**src/rtl/scope_capture_ctrl.sv**
```systemverilog
// Trigger/capture sequencer for one oscilloscope channel: writes the sample
// buffer around a level/slope trigger and freezes it for display.
module scope_capture_ctrl #(
  parameter int DATA_W      = 12,
  parameter int ADDR_W      = 11,
  parameter int DEPTH       = 640,
  parameter int PRE_DEFAULT = 160,
  parameter int AUTO_TO     = 2048,
  parameter int HOLD_FRAMES = 1
) (
  input  logic              clock,
  input  logic              reset,
  input  logic              sample_en,
  input  logic [DATA_W-1:0] sample_data,
  input  logic [DATA_W-1:0] trig_level,
  input  logic              trig_slope,
  input  logic [1:0]        trig_mode,
  input  logic [ADDR_W-1:0] pretrig,
  input  logic              frame_done,
  input  logic              arm,
  output logic              wr_en,
  output logic [ADDR_W-1:0] wr_addr,
  output logic [DATA_W-1:0] wr_data,
  output logic [ADDR_W-1:0] start_addr,
  output logic              hold,
  output logic              triggered,
  output logic [1:0]        state
);

  localparam logic [1:0] S_PREFILL = 2'd0;
  localparam logic [1:0] S_ARMED   = 2'd1;
  localparam logic [1:0] S_POST    = 2'd2;
  localparam logic [1:0] S_HOLD    = 2'd3;
  localparam logic [1:0] M_AUTO    = 2'b00;
  localparam logic [1:0] M_SINGLE  = 2'b10;
  localparam logic [1:0] M_STOP    = 2'b11;

  localparam int AC_W = $clog2(AUTO_TO + 1);
  localparam int FC_W = $clog2(HOLD_FRAMES + 1);
  localparam logic [ADDR_W-1:0] P_MAX    = ADDR_W'(DEPTH - 1);
  localparam logic [ADDR_W-1:0] P_RST    = ADDR_W'((PRE_DEFAULT < DEPTH - 1) ? PRE_DEFAULT : DEPTH - 1);
  localparam logic [ADDR_W:0]   DEPTH_X  = (ADDR_W + 1)'(DEPTH);
  localparam logic [AC_W-1:0]   AUTO_MAX = AC_W'(AUTO_TO);
  localparam logic [FC_W-1:0]   FRAMES   = FC_W'(HOLD_FRAMES);

  logic [ADDR_W-1:0] ptr, p, pre_cnt, post_cnt, trig_addr;
  logic [AC_W-1:0]   auto_cnt;
  logic [FC_W-1:0]   frame_cnt;
  logic [DATA_W-1:0] prev;
  logic              prev_valid, stopped;
  logic              accept, real_trig, force_trig, to_stop, hold_release;
  logic [ADDR_W-1:0] ptr_next, p_clamp, post_load;

  // Oldest displayed sample: (t - pre) modulo the buffer depth, not 2^ADDR_W.
  function automatic logic [ADDR_W-1:0] window_start(input logic [ADDR_W-1:0] t,
                                                     input logic [ADDR_W-1:0] pre);
    logic [ADDR_W:0] s;
    s = {1'b0, t} + DEPTH_X - {1'b0, pre};
    return (s >= DEPTH_X) ? ADDR_W'(s - DEPTH_X) : s[ADDR_W-1:0];
  endfunction

  // Per-cycle decode of acceptance, trigger detection and hold release.
  always_comb begin
    accept     = sample_en && (state != S_HOLD);
    ptr_next   = (ptr == P_MAX) ? '0 : ptr + 1'b1;
    p_clamp    = (pretrig > P_MAX) ? P_MAX : pretrig;
    post_load  = P_MAX - p;
    to_stop    = (trig_mode == M_STOP);
    force_trig = (trig_mode == M_AUTO) && (auto_cnt == AUTO_MAX);
    if (!prev_valid) begin
      real_trig = 1'b0;
    end else if (trig_slope) begin
      real_trig = (prev > trig_level) && (sample_data <= trig_level);
    end else begin
      real_trig = (prev < trig_level) && (sample_data >= trig_level);
    end
    if (stopped) begin
      hold_release = 1'b1;
    end else if (trig_mode == M_SINGLE) begin
      hold_release = arm;
    end else begin
      hold_release = frame_done && (frame_cnt + 1'b1 >= FRAMES);
    end
  end

  // Capture sequencer, registered write port and display controls.
  always_ff @(posedge clock or negedge reset) begin
    if (!reset) begin
      wr_en      <= 1'b0;
      wr_addr    <= '0;
      wr_data    <= '0;
      start_addr <= '0;
      hold       <= 1'b0;
      triggered  <= 1'b0;
      state      <= S_PREFILL;
      ptr        <= '0;
      p          <= P_RST;
      pre_cnt    <= '0;
      post_cnt   <= '0;
      trig_addr  <= '0;
      auto_cnt   <= '0;
      frame_cnt  <= '0;
      prev       <= '0;
      prev_valid <= 1'b0;
      stopped    <= 1'b0;
    end else begin
      wr_en <= accept;
      if (accept) begin
        wr_addr    <= ptr;
        wr_data    <= sample_data;
        ptr        <= ptr_next;
        prev       <= sample_data;
        prev_valid <= 1'b1;
      end
      if (to_stop && (state != S_HOLD)) begin
        // A sample accepted this cycle is kept, so the oldest sample is past it.
        state      <= S_HOLD;
        hold       <= 1'b1;
        triggered  <= 1'b0;
        stopped    <= 1'b1;
        frame_cnt  <= '0;
        start_addr <= accept ? ptr_next : ptr;
      end else begin
        case (state)
          S_PREFILL: begin
            if ((p == '0) || (accept && (pre_cnt + 1'b1 == p))) begin
              state    <= S_ARMED;
              auto_cnt <= '0;
            end else if (accept) begin
              pre_cnt <= pre_cnt + 1'b1;
            end
          end
          S_ARMED: begin
            if (accept && (real_trig || force_trig)) begin
              triggered <= real_trig;
              trig_addr <= ptr;
              post_cnt  <= post_load;
              if (post_load == '0) begin
                state      <= S_HOLD;
                hold       <= 1'b1;
                frame_cnt  <= '0;
                start_addr <= window_start(ptr, p);
              end else begin
                state <= S_POST;
              end
            end else if (accept && (auto_cnt != AUTO_MAX)) begin
              auto_cnt <= auto_cnt + 1'b1;
            end
          end
          S_POST: begin
            if (accept) begin
              post_cnt <= post_cnt - 1'b1;
              if (post_cnt == ADDR_W'(1)) begin
                state      <= S_HOLD;
                hold       <= 1'b1;
                frame_cnt  <= '0;
                start_addr <= window_start(trig_addr, p);
              end
            end
          end
          S_HOLD: begin
            if (to_stop) begin
              stopped <= 1'b1;
            end else if (hold_release) begin
              state      <= S_PREFILL;
              hold       <= 1'b0;
              stopped    <= 1'b0;
              p          <= p_clamp;
              pre_cnt    <= '0;
              prev_valid <= 1'b0;
            end else if (frame_done && (trig_mode != M_SINGLE)) begin
              frame_cnt <= frame_cnt + 1'b1;
            end
          end
          default: state <= S_PREFILL;
        endcase
      end
    end
  end

endmodule

```
**config.mk**
```make
export PLATFORM = sky130hd
export DESIGN_NAME = scope_capture_ctrl
export DESIGN_NICKNAME = d
export VERILOG_FILES = /design/src/rtl/scope_capture_ctrl.sv
export SDC_FILE = /design/constraint.sdc
export NUM_CORES = 1
export LEC_CHECK = 0
export CAP_MARGIN = 20
export CORE_MARGIN = 2
export CORE_UTILIZATION = 50
export DETAILED_ROUTE_END_ITERATION = 16
export PLACE_DENSITY_LB_ADDON = 0.1
export SYNTH_ARGS = -nofsm -noshare
export SYNTH_HDL_FRONTEND = slang
export SYNTH_SLANG_ARGS = --single-unit
export TNS_END_PERCENT = 1
```
**constraint.sdc**
```tcl
create_clock -name clock -period 3.95 [get_ports clock]
set_input_delay 0.395 -clock clock [delete_from_list [all_inputs] [get_ports clock]]
set_output_delay 0.395 -clock clock [all_outputs]
set_load 0.02 [all_outputs]
```
* Yosys cells after proc, flatten, opt, wreduce, memory -nomap -nowiden
Index checks and enable logic that the tools add are counted.
** Storage, ports and cells
- Register bits after elaboration :: 109
** Cells by class
- Bitwise operators :: 2
- $lt $le $gt $ge :: 8
- Reduce and logical (&&, ||, !) cells :: 36
- Equality and inequality tests :: 30
- Muxes and demuxes :: 64
- Add/sub/neg operators :: 12
** Operators with widths (count)
- two-way mux 11 bit :: 16
- case mux 11 bit (2 select lines) :: 3
- two-way mux 12 bit :: 3
- two-way mux 1 bit :: 31
- != test 3 bit, second input constant :: 9
- adder 11 x 10 -> 12 bit, second input constant :: 2
- greater-or-equal comparator 12 x 10 -> 1 bit, second input constant :: 2
- case mux 12 bit (2 select lines) :: 1
- subtractor 12 x 11 -> 12 bit :: 2
- adder 11 x 1 -> 11 bit, second input constant :: 2
- logical NOT 11 bit :: 2
- != test 2 bit, second input constant :: 11
- subtractor 11 x 10 -> 11 bit, second input constant :: 2
- two-way mux 2 bit :: 7
- adder 12 x 1 -> 12 bit, second input constant :: 1
- == test 12 bit, second input constant :: 1
- greater-or-equal comparator 12 bit :: 1
- greater-than comparator 12 bit :: 1
- less-or-equal comparator 12 bit :: 1
- < comparator 12 bit :: 1
- != test 12 bit, second input constant :: 1
- AND reduction 6 bit :: 2
- nonzero test 2 bit :: 6
- == test 11 x 1 -> 1 bit, second input constant :: 1
- other kinds (23) :: 43

* Logic depth before layout (Yosys ltp)
Gate-level depths: netlist of run 1.
- Depth after elaboration :: 9
- Depth in mapped cells :: 16
- Depth with buffers taken out :: 16

* Worst setup path before layout of run 1
No wires, ideal clock.
- Path type :: register to register
- Start :: reg p[1]
- End :: reg start_addr[10]
- Stages on the path, launching flop included :: 14
- Path slack :: 0.735 ns
- Data arrival time :: 3.138 ns
- Path buffers :: 0
- Clock period less this slack :: 3.215 ns
- Cells stage by stage :: dfrtp_1 -> inv_1 -> ha_1 -> ha_1 -> fa_1 -> a21oi_1 -> o22ai_1 -> o21ba_2 -> a211o_1 -> a31o_1 -> nand2_1 -> mux2_2 -> a211o_1 -> a21oi_1
** Between the ends
- Word-level cells in the longest chain between the ends :: 7
- Elaborated cells between the ends (all ways) :: 18
- Classes of those cells :: add/sub: 5; order compare: 2; eq/ne: 1; mux: 8; reduce/logical: 2
** RTL lines
- from (decl) :: line 46 : logic [ADDR_W-1:0] ptr, p, pre_cnt, post_cnt, trig_addr;
- from (signal assigned) :: line 168 : p <= p_clamp;
- subtractor 12 x 11 -> 12 bit :: line 58 : s = {1'b0, t} + DEPTH_X - {1'b0, pre};
- subtractor 11 x 10 -> 11 bit / greater-or-equal comparator 12 x 10 -> 1 bit (equally long branches) :: line 59 : return (s >= DEPTH_X) ? ADDR_W'(s - DEPTH_X) : s[ADDR_W-1:0];
- two-way mux 11 bit :: line 59
- two-way mux 11 bit, on equally long branches :: line 153, 138
- two-way mux 11 bit, on equally long branches :: line 151, 134
- case mux 11 bit (2 select lines) :: line 124 : case (state)
- two-way mux 11 bit :: line 115 : if (to_stop && (state != S_HOLD)) begin
- to (signal assigned) :: line 122 : start_addr <= accept ? ptr_next : ptr;
- to (signal assigned) :: line 142 : start_addr <= window_start(ptr, p);
- to (signal assigned) :: line 157 : start_addr <= window_start(trig_addr, p);
- to (decl) :: line 24 : output logic [ADDR_W-1:0] start_addr,
Several ways; a longest one is shown, not always the timed one. The select of a mux whose other input is x is not followed.
A chain may end at the register's enable or synchronous reset.

* Worst setup path after layout of run 1
- Start :: reg p[1]
- End :: reg start_addr[8]
The elaborated chain is that of the path after synthesis.

==> results.cfg, run 1 <==
[pwr]
vdd_ir_drop_max_v = 0.000375
p_comb_frac = 0.589
p_int_mw = 3.93
p_leak_nw = 4.37
netSwitchingPower_mw = 3.34
p_sw_frac = 0.460
power_frac_seq = 0.271
clkPwrFrac = 0.140
power.density_nw_per_um2 = 754
power.total_mw = 7.27

[die]
num_rows = 47
die_w_um = 133
dieArea_um2 = 17700
die_h_um = 133
io_pins = 82
coreArea_um2 = 16400
initial_core_util = 0.508

[timing]
worst_slew_pin_slew_ns = 1.02
fin_crit_ns = 3.63
relSlewSlack = 0.320
holdWs_ns = 0.0714
final.period_utilization = 0.919
clock_skew_ns = 0.00762
fmax_mhz = 276
finalHoldViolCount = 0
rsz0062_at_grt = false
fin_tns_setup_ns = 0
setup_viol = 0
drv_slew = 0

[job]
cap_violations = 0

[grt]
grt_max_degree = 55
antenna_found_initial = 0
overflow = 0
grtUsageTotal = 0.250
grt_pass1_wl_mm = 35.6
grt_pass1_vias = 7004

[cts]
cts_hold_buf = 0
cts_tree = done
cts_setup_buffers = 0
ctsResizeCount = 0
clockRootBuffer = clkbuf_16
numCtsBuffers = 9
insertion_delay_ns = 0.36
clkTransAtPathRegs_ns = 0.07
clockBufferDepth = 2
cts_htree_levels = 3
cts.sinks = 109

[min_path]
hold_path_class = input pin to async pin

[critical_path]
worstSetupPathType = flop to flop
crit_arrival_ns = 3.86
crit_path_end_kind = flop
cp.required_ns = 4.19
startpoint_type = flop
critPathMaxFanout = 5

[logic_synthesis]
ys_warn_count = 0
ys_seq_area_frac = 0.328
synth_area_um2 = 8330
synth_area_per_cell_um2 = 8.51
synth_cell_types = 88
synthTopCellsByArea = dfrtp_1, ha_1, nand2_1
synth_top_area_cell = dfrtp_1
synthFlopType = dfrtp_1
ys_ff_latch = 109
synth_nets = 1104
async_flop_share = 1.00
synth_top_area_frac = 0.322
synth_edf_count = 0
netlist_instances = 978

[detailed_routing]
firstDrtPassIters = 5
met2_length_mm = 9.78
met3WireLength_um = 842
ant_nets = 0
wl_met1_mm = 10.4
via_per_inst = 5.79
drt_wl_total_mm = 21.3
vias = 7307
drt_drc_violations_left = 0
wl_per_cell_um = 16.9
drt_iter0_drc = 415
maxUsedRoutingLayer = met4

[placed_design]
place_congestion = 0.888
io_buffers = 81
dp_hpwl_mm = 16.0

[finish]
area_growth_pct = 15.9
drive_gt1_frac = 0.0825
num_antenna_cells = 0
final_cell_mix = nand2_1, dfrtp_1, ha_1, clkdlybuf4s50_1, o21ai_0
nets = 1165
final_common_cell = nand2_1

[status]
status = finished clean
==> power groups by stage <==
stage	clock network [mW]	logic (mW)	registers (mW)
6_report	1.02	4.28	1.97
5_1_grt	1.07	4.78	2.05
4_1_cts	1.04	4.29	1.97
3_5_place_dp	0	4.27	1.98
3_3_place_gp	0	4.21	1.99
2_1_floorplan	0	3.01	2.00
==> metal layers <==
layer,up-vias,track usage
li1,3634,-
met1,3512,0.358
met2,141,0.398
met3,20,0.0421
met4,0,0.0579
met5,-,0
==> cell type report <==
class,count,area (um^2)
clock buffers,10,239
clock inverters,5,83.8
fillers,1500,6750
inverters,66,248
multi-input cells,754,5130
flip-flops and latches,109,2730
well taps,220,275
repair buffers,99,943
==> flip-flops by register name (all words and copies together) (netlist names) <==
signal	cells
stopped	1
hold	1
ptr	11
pre_cnt	11
prev	12
p	11
triggered	1
prev_valid	1
trig_addr	11
wr_en	1
start_addr	11
frame_cnt	1
post_cnt	11
wr_addr	11
auto_cnt	12
state	2
==> logic make-up after synthesis <==
kind of cell	count (synthesis)	share of synthesized area
DFF	109	0.328
AOI/OAI and AO/OA	250	0.206
xor gates and xnor gates	35	0.0377
adders and majority gates	83	0.127
and+or+nand+nor	362	0.214
buffers and inverters	115	0.0578
muxes	24	0.0310
==> final timing paths <==
path                       cells past startpoint       endpoint  slack (ns)          from
max in group asynchronous                      2           p[5]        2.89         reset
max reg2reg                                   13  start_addr[8]        0.32          p[1]
max                                           13  start_addr[8]        0.32          p[1]
min reg2reg                                    2   trig_addr[9]        0.48  trig_addr[9]
min in group clock                             2   trig_addr[9]        0.48  trig_addr[9]
min                                            1           p[8]        0.07         reset
==> cells in the mapped netlist, types with 10 or more instances <==
cell,n
dfrtp_1,107
ha_1,81
nand2_1,142
o31ai_1,12
clkbuf_1,24
nand3_1,30
inv_1,65
a21oi_1,58
nor3_1,30
mux2_2,14
xnor2_1,25
and3_1,11
nand2b_1,14
nand4_1,17
and2_1,11
nor2_1,51
o21ai_0,66
buf_2,18
mux2i_1,10
==> critical path: stages, from the launching register on <==
cell,delay (ns)
dfrtp_1,0.41
inv_1,0.18
ha_1,0.27
ha_1,0.24
fa_1,0.41
a21oi_1,0.27
o21ai_0,0.18
or3_1,0.32
a221oi_1,0.37
nand2b_1,0.22
a21oi_2,0.07
mux2i_1,0.16
a221oi_1,0.30
a21oi_1,0.10
==> per-stage QoR <==
step | area [um^2] | instances | setup WS [ns] | util
6_report | 9650 | 1263 | 0.322 | 0.588
4_1_cts | 9650 | 1263 | 0.336 | 0.588
5_1_grt | 9650 | 1263 | 0.0645 | 0.588
3_5_place_dp | 9330 | 1248 | 0.343 | 0.569
3_3_place_gp | 9330 | 1248 | 0.406 | 0.569
2_1_floorplan | 8330 | 978 | 0.735 | -
Note: power is estimated with default switching activity, not from simulation.
==> run 2: changes to the inputs <==
--- a/config.mk
+++ b/config.mk
@@ -10,6 +10,7 @@
 export CORE_UTILIZATION = 50
 export DETAILED_ROUTE_END_ITERATION = 16
 export PLACE_DENSITY_LB_ADDON = 0.1
+export SLEW_MARGIN = 25
 export SYNTH_ARGS = -nofsm -noshare
 export SYNTH_HDL_FRONTEND = slang
 export SYNTH_SLANG_ARGS = --single-unit
==> results.cfg, run 2 (same netlist as run 1, synthesis figures left out) <==
[status]
status = finished clean

[die]
initial_core_util = 0.508
dieArea_um2 = 17700
die_w_um = 133
num_rows = 47
die_h_um = 133
coreArea_um2 = 16400
io_pins = 82

[placed_design]
io_buffers = 81
place_congestion = 0.888
placed_cell_area_um2 = 9330
dp_hpwl_mm = 16.0

[timing]
fin_crit_ns = 3.62
clock_skew_ns = 0.00786
fin_tns_setup_ns = 0
fmax_mhz = 277
relSlewSlack = 0.503
drv_slew = 0
final.period_utilization = 0.915
rsz0062_at_grt = false
worst_slew_pin_slew_ns = 0.745
setup_viol = 0
finalHoldViolCount = 0

[detailed_routing]
firstDrtPassIters = 5
drt_drc_violations_left = 0
ant_nets = 0
met3WireLength_um = 968
maxUsedRoutingLayer = met4
drt_wl_total_mm = 21.3
wl_met1_mm = 10.4
vias = 7331
met2_length_mm = 9.70
drt_iter0_drc = 353
via_per_inst = 5.80
wl_per_cell_um = 16.9

[pwr]
vdd_ir_drop_max_v = 0.000375
p_leak_nw = 4.38
power.density_nw_per_um2 = 753

[finish]
nets = 1166
top_regs = auto_cnt (12), prev (12)
area_growth_pct = 16.1
num_antenna_cells = 0
final_cell_mix = nand2_1, dfrtp_1, ha_1, clkdlybuf4s50_1, o21ai_0
final_cell_area_um2 = 9670
drive_gt1_frac = 0.0833
final_common_cell = nand2_1

[critical_path]
crit_path_end_kind = flop
critPathMaxFanout = 5
worstSetupPathType = flop to flop
cp.required_ns = 4.19
cpPeakStageDelay_ns = 0.41
startpoint_type = flop
crit_arrival_ns = 3.85
cp_slowest_cell = dfrtp_1
cp_cell_sequence = inv_1 -> ha_1 -> ha_1 -> fa_1 -> a21oi_1 -> o21ai_0 -> or3_1 -> a221oi_1 -> nand2b_1 -> a21oi_2 -> mux2i_1 -> a221oi_1 -> a21oi_1

[cts]
cts_htree_levels = 3
clockRootBuffer = clkbuf_16
cts_tree = done
insertion_delay_ns = 0.36
cts.sinks = 109
cts_hold_buf = 0
numCtsBuffers = 9
ctsResizeCount = 0
clkTransAtPathRegs_ns = 0.07
cts_setup_buffers = 0
clockBufferDepth = 2

[grt]
grt_pass1_wl_mm = 35.6
antenna_found_initial = 0
overflow = 0
grtUsageTotal = 0.250
grt_pass1_vias = 7004
grt_max_degree = 55

[job]
cap_violations = 0

[min_path]
hold_path_class = input pin to async pin
==> run 2: cell types whose count changed in the layout (fill, tap and decap cells not counted), sizes merged <==
cell / change
buf: +1
==> run 2: report_power, final <==
group | internal (mW) | switching (mW) | leakage, nW
clock | 0.573 | 0.442 | 0.151
combinational | 1.86 | 2.43 | 2.87
sequential | 1.51 | 0.465 | 1.35
total | 3.94 | 3.34 | 4.38
==> run 2: worst max-delay path: cells and delay by family, from the launching register on <==
| kind | cells | cell delay [ns] |
|---|---|---|
| adders and majority gates | 3 | 0.92 |
| AOI/OAI and AO/OA | 6 | 1.29 |
| DFF | 1 | 0.41 |
| and+or+nand+nor | 2 | 0.54 |
| muxes | 1 | 0.16 |
| buffers and inverters | 1 | 0.18 |
==> run 2: stage by stage <==
| step | hold WS (ns) | cells | util | setup WS [ns] | power, mW |
|---|---|---|---|---|---|
| 2_1_floorplan | 0.0994 | 978 | - | 0.735 | 5.01 |
| 3_3_place_gp | 0.462 | 1248 | 0.569 | 0.406 | 6.20 |
| 3_5_place_dp | 0.462 | 1248 | 0.569 | 0.343 | 6.25 |
| 4_1_cts | 0.106 | 1263 | 0.588 | 0.336 | 7.29 |
| 5_1_grt | 0.137 | 1264 | 0.589 | 0.0645 | 7.91 |
| 6_report | 0.0734 | 1264 | 0.589 | 0.334 | 7.28 |
==> run 2: layer usage <==
| metal | vias up | GRT usage |
|---|---|---|
| met2 | 157 | 0.398 |
| met5 | - | 0 |
| met3 | 20 | 0.0421 |
| met1 | 3519 | 0.358 |
| met4 | 0 | 0.0579 |
| li1 | 3635 | - |
==> run 2: final cells by class <==
type / count / area, um^2
clock buffers: 10 / 239
clock inverters: 5 / 83.8
fillers: 1500 / 6740
inverters: 66 / 248
multi-input cells: 754 / 5130
flip-flops and latches: 109 / 2730
well taps: 220 / 275
repair buffers: 100 / 955
==> run 2: path summary, 6_finish.rpt <==
kind / cells past startpoint / from / end / slack, ns
min reg2reg: 2 / trig_addr[9] / trig_addr[9] / 0.48
max reg2reg: 13 / p[1] / start_addr[8] / 0.33
max in group asynchronous: 2 / reset / p[5] / 2.88
max: 13 / p[1] / start_addr[8] / 0.33
min in group clock: 2 / trig_addr[9] / trig_addr[9] / 0.48
min: 1 / reset / p[8] / 0.07
==> run 3: changes to the inputs <==
--- a/config.mk
+++ b/config.mk
@@ -10,6 +10,7 @@
 export CORE_UTILIZATION = 50
 export DETAILED_ROUTE_END_ITERATION = 16
 export PLACE_DENSITY_LB_ADDON = 0.1
+export SKIP_LAST_GASP = 1
 export SLEW_MARGIN = 25
 export SYNTH_ARGS = -nofsm -noshare
 export SYNTH_HDL_FRONTEND = slang
==> results of run 3 <==
Same layout as run 2: the final DEF is identical, and so are final timing and power.
